### src/rtl/swi_conditioner.sv
// Switch conditioner: per-bit 2-flop synchronizer, debounce counter, and
// registered one-cycle rise/fall pulses aligned with the new clean level.
module swi_conditioner #(
  parameter int unsigned NBITS_SW        = 8,
  parameter int unsigned DEBOUNCE_CYCLES = 4
) (
  input  logic                clk_2,
  input  logic                reset,
  input  logic [NBITS_SW-1:0] SWI_raw,
  output logic [NBITS_SW-1:0] SWI_clean,
  output logic [NBITS_SW-1:0] SWI_rise,
  output logic [NBITS_SW-1:0] SWI_fall
);

  localparam int unsigned NBITS_DB = $clog2(DEBOUNCE_CYCLES + 1);
  localparam logic [NBITS_DB-1:0] CntLast = NBITS_DB'(DEBOUNCE_CYCLES - 1);
  localparam logic [NBITS_DB-1:0] CntOne  = NBITS_DB'(1);

  logic [NBITS_SW-1:0] r_sync1;
  logic [NBITS_SW-1:0] r_sync2;
  logic [NBITS_SW-1:0] r_clean;
  logic [NBITS_SW-1:0] r_rise;
  logic [NBITS_SW-1:0] r_fall;
  logic [NBITS_DB-1:0] r_cnt [NBITS_SW];

  logic [NBITS_SW-1:0] w_accept;
  logic [NBITS_DB-1:0] w_cnt_d [NBITS_SW];

  // Two-flop synchronizer; only r_sync2 feeds the debounce logic.
  always_ff @(posedge clk_2 or posedge reset) begin
    if (reset) begin
      r_sync1 <= '0;
      r_sync2 <= '0;
    end else begin
      r_sync1 <= SWI_raw;
      r_sync2 <= r_sync1;
    end
  end

  // Per-bit debounce decision: count mismatches, accept on the last one,
  // and clear the count on any agreeing sample.
  always_comb begin
    w_accept = '0;
    for (int i = 0; i < int'(NBITS_SW); i++) begin
      w_cnt_d[i] = '0;
      if (r_sync2[i] != r_clean[i]) begin
        if (r_cnt[i] == CntLast) begin
          w_accept[i] = 1'b1;
        end else begin
          w_cnt_d[i] = r_cnt[i] + CntOne;
        end
      end
    end
  end

  // Debounce counters, clean level and edge pulses.
  always_ff @(posedge clk_2 or posedge reset) begin
    if (reset) begin
      r_clean <= '0;
      r_rise  <= '0;
      r_fall  <= '0;
      for (int i = 0; i < int'(NBITS_SW); i++) begin
        r_cnt[i] <= '0;
      end
    end else begin
      // Accepting a bit flips it to r_sync2, so the pulse direction is r_sync2.
      r_clean <= (r_clean & ~w_accept) | (r_sync2 & w_accept);
      r_rise  <= w_accept & r_sync2;
      r_fall  <= w_accept & ~r_sync2;
      for (int i = 0; i < int'(NBITS_SW); i++) begin
        r_cnt[i] <= w_cnt_d[i];
      end
    end
  end

  assign SWI_clean = r_clean;
  assign SWI_rise  = r_rise;
  assign SWI_fall  = r_fall;

endmodule

### config.mk
export PLATFORM = sky130hd
export DESIGN_NAME = swi_conditioner
export DESIGN_NICKNAME = d
export VERILOG_FILES = /design/src/rtl/swi_conditioner.sv
export SDC_FILE = /design/constraint.sdc
export NUM_CORES = 1
export LEC_CHECK = 0
export ABC_AREA = 1
export CAP_MARGIN = 20
export CORE_MARGIN = 3
export CORE_UTILIZATION = 27
export CTS_BUF_LIST = sky130_fd_sc_hd__clkbuf_2 sky130_fd_sc_hd__clkbuf_4 sky130_fd_sc_hd__clkbuf_8
export DETAILED_ROUTE_END_ITERATION = 12
export PLACE_DENSITY = 0.51
export SYNTH_ARGS = -nofsm -noshare
export SYNTH_HDL_FRONTEND = slang
export SYNTH_SLANG_ARGS = --single-unit
export TNS_END_PERCENT = 20
### constraint.sdc
create_clock -name clk_2 -period 2.2 [get_ports clk_2]
set_clock_uncertainty 0.05 [all_clocks]
set_input_delay 0.44 -clock clk_2 [delete_from_list [all_inputs] [get_ports clk_2]]
set_output_delay 0.44 -clock clk_2 [all_outputs]
set_load 0.01 [all_outputs]
==> impl_metrics.xml <==
<?xml version="1.0" encoding="UTF-8"?>
<metrics>
  <group name="setup_path">
    <metric name="crit_type" unit="">register to output port</metric>
    <metric name="timing.critical_path.fanout_max" unit="">5</metric>
    <metric name="required" unit="ns">1.71</metric>
    <metric name="cp_num_buf_inv" unit="">1</metric>
    <metric name="critical-path-max-stage-delay" unit="ns">0.56</metric>
    <metric name="crit_family" unit="">buffers and inverters</metric>
    <metric name="crit_path_cell_trace" unit="">clkdlybuf4s50_1</metric>
    <metric name="setup.worst_path.end_class" unit="">output port</metric>
    <metric name="critical-path-slowest-cell" unit="">sky130_fd_sc_hd__clkdlybuf4s50_1</metric>
    <metric name="timing.critical_path.from_type" unit="">register</metric>
    <metric name="arrival" unit="ns">1.32</metric>
  </group>
  <group name="yosys">
    <metric name="syn-mean-instance-area" unit="µm²">11.3</metric>
    <metric name="ys_seq_elements" unit="">64</metric>
    <metric name="netlist_area" unit="µm²">2270</metric>
    <metric name="synth_cells" unit="">201</metric>
    <metric name="synthDistinctLibCells" unit="">9</metric>
    <metric name="synth.net_count" unit="">219</metric>
    <metric name="synth_sequential_area_ratio" unit="%">70.7</metric>
    <metric name="synth-warning-count" unit="">0</metric>
  </group>
  <group name="sta">
    <metric name="report.final.setup_viol" unit="">0</metric>
    <metric name="timing.final.hold_violations" unit="">0</metric>
    <metric name="fin_tns_setup" unit="ns">0</metric>
    <metric name="max_freq" unit="MHz">554</metric>
    <metric name="final.min_clock_period" unit="ns">1.81</metric>
    <metric name="slew-limit-headroom" unit="%">77.9</metric>
    <metric name="period_share" unit="%">82.1</metric>
    <metric name="maxSlewViolCount" unit="">0</metric>
    <metric name="grt_setup_unrepaired" unit="">no</metric>
    <metric name="worstMarginPinSlew" unit="ns">0.331</metric>
  </group>
  <group name="cts">
    <metric name="post_cts_hold_buffer_count" unit="">0</metric>
    <metric name="cts.htree.levels" unit="">3</metric>
    <metric name="cts_max_path_buffers" unit="">2</metric>
    <metric name="cts_post_setup_buffers_inserted" unit="">0</metric>
    <metric name="cts.sink_count" unit="">64</metric>
    <metric name="numCtsBuffers" unit="">9</metric>
    <metric name="cts.reportedPaths.clkPinSlew" unit="ns">0.07</metric>
    <metric name="clk_root_buffer_cell" unit="">sky130_fd_sc_hd__clkbuf_8</metric>
    <metric name="tritoncts" unit="">built</metric>
    <metric name="cts_repair_resize_count" unit="">0</metric>
    <metric name="clock_insertion_delay_worst_skew" unit="ns">0.33</metric>
  </group>
  <group name="detailed_routing">
    <metric name="wirelength" unit="µm">3550</metric>
    <metric name="drt-vias-per-instance" unit="">3.95</metric>
    <metric name="routed_wire_length_per_instance" unit="µm">10.1</metric>
    <metric name="first_pass_iters" unit="">4</metric>
    <metric name="dr_total_vias" unit="">1396</metric>
    <metric name="post_detailed_route_count_of_antenna_violating_nets" unit="">0</metric>
    <metric name="drc_errors" unit="">0</metric>
    <metric name="drt_first_iter_violations" unit="">36</metric>
  </group>
  <group name="global_routing">
    <metric name="grt_first_pass_wirelength" unit="µm">6370</metric>
    <metric name="globalRouteTotalUtil" unit="%">8.51</metric>
    <metric name="largest_net_degree_at_the_start_of_global_routing" unit="">65</metric>
    <metric name="globalRoute.totalOverflow" unit="">0</metric>
    <metric name="antenna_violations_before_repair" unit="">0</metric>
    <metric name="via_count_of_the_first_global_routing_pass" unit="">1451</metric>
  </group>
  <group name="pwr">
    <metric name="share_comb_of_total_power" unit="%">22.4</metric>
    <metric name="power.share.sequential" unit="%">46.8</metric>
    <metric name="p_leak" unit="nW">1.41</metric>
    <metric name="internal-power" unit="mW">2.34</metric>
    <metric name="power.clock.fraction" unit="%">30.8</metric>
    <metric name="powerDensity" unit="nW/µm²">1120</metric>
    <metric name="total_switching_power" unit="mW">0.954</metric>
    <metric name="p_sw_share" unit="%">29.0</metric>
    <metric name="power.ir.vdd_worst" unit="mV">0.449</metric>
  </group>
  <group name="final_layout">
    <metric name="antenna_cells_inserted" unit="">0</metric>
    <metric name="fraction_of_layout_cells_with_a_size_suffix_above_1" unit="%">7.17</metric>
    <metric name="layout-area-overhead-vs-synth" unit="%">30.2</metric>
    <metric name="fin_nets" unit="">264</metric>
    <metric name="layout_commonest_cell" unit="">sky130_fd_sc_hd__dfrtp_1</metric>
    <metric name="num-fill-cells" unit="">801</metric>
    <metric name="highest_count_cells_in_the_layout_ignoring_fill_and_taps" unit="">sky130_fd_sc_hd__dfrtp_1 (64), sky130_fd_sc_hd__nand2_1 (37), sky130_fd_sc_hd__clkdlybuf4s50_1 (33)</metric>
    <metric name="fin_area" unit="µm²">2950</metric>
  </group>
  <group name="placed_design">
    <metric name="detail_placement_hpwl" unit="µm">2420</metric>
    <metric name="gpl.final_weighted_congestion" unit="">0.647</metric>
    <metric name="placedInstanceArea" unit="µm²">2740</metric>
    <metric name="port_buffers" unit="">33</metric>
  </group>
  <group name="job">
    <metric name="drv_cap" unit="">0</metric>
  </group>
  <group name="status">
    <metric name="run_status" unit="">finished clean</metric>
  </group>
  <group name="die">
    <metric name="initial_core_utilization" unit="%">28.6</metric>
    <metric name="floorplan.core_area" unit="µm²">7930</metric>
    <metric name="die_x" unit="µm">97.6</metric>
    <metric name="ios" unit="">34</metric>
    <metric name="die-area" unit="µm²">9530</metric>
    <metric name="number_of_rows_created_at_floorplan" unit="">32</metric>
    <metric name="die-height" unit="µm">97.6</metric>
  </group>
  <group name="hold_path">
    <metric name="hold_class" unit="">register to register</metric>
  </group>
</metrics>
==> synthesized netlist by cell type, drive strengths merged <==
master,instances,area (µm²)
dfrtp,64,1600
inv,28,105
ha,8,100
xnor2,8,70.1
nor2,32,120
or2,8,50.1
nor3,8,40.0
o21ai,8,40.0
nand2,37,139
==> cell type report <==
type / instances / area (µm²) / share of cell area, %
flip-flops and latches: 64 / 1600 / 54.3
multi-input cells: 109 / 559 / 19.0
well taps: 102 / 128 / 4.33
clock inverters: 5 / 55.1 / 1.87
clock buffers: 11 / 151 / 5.13
inverters: 28 / 105 / 3.56
repair buffers: 34 / 350 / 11.9
==> stage by stage <==
step           cells  utilization [%]  hold WS, ns  power [mW]  worst slack [ns]
3_3_place_gp     337             34.6        0.282        2.30             0.753
2_1_floorplan    201                -        0.281        2.02             0.112
6_report         353             37.2        0.298        3.29             0.394
3_5_place_dp     337             34.6        0.286        2.31             0.742
4_1_cts          353             37.2        0.301        3.36             0.360
5_1_grt          353             37.2        0.306        3.54             0.304
==> path summary, 6_finish.rpt <==
path / from / endpoint / slack [ns] / cells after the start
max: register / SWI_clean[2] / 0.39 / 1
max reg2reg: r_cnt[6] / SWI_rise[5] / 1.12 / 3
max in group asynchronous: reset / asynchronous set/reset pin / 1.39 / 3
min reg2reg: r_sync1[1] / r_sync2[1] / 0.30 / 0
min in group asynchronous: reset / SWI_fall[6] / 0.45 / 3
min: r_sync1[1] / r_sync2[1] / 0.30 / 0
==> power groups by stage <==
stage,clock (mW),combinational [mW],sequential [mW]
finish,1.01,0.739,1.54
global route,1.11,0.857,1.58
CTS,1.06,0.757,1.54
detailed placement,0,0.750,1.56
global placement,0,0.744,1.55
floorplan,0,0.434,1.58
==> routing by layer <==
layer  share of wire (%)  global-route usage, %  routed length [µm]
met5                   0                      0                   0
met3                 6.1                   4.09                 218
met2                  44                   12.5                1570
met4                 2.0                   4.79                  71
met1                  48                   10.1                1690
==> cell families after synthesis <==
kind of cell,after synthesis,synth area share (%)
xor+xnor,8,3.09
flops,64,70.7
buf+inv,28,4.64
fa+ha+maj,8,4.42
simple gates,85,15.4
compound gates,8,1.77
Power figures use the tool's default switching activity.
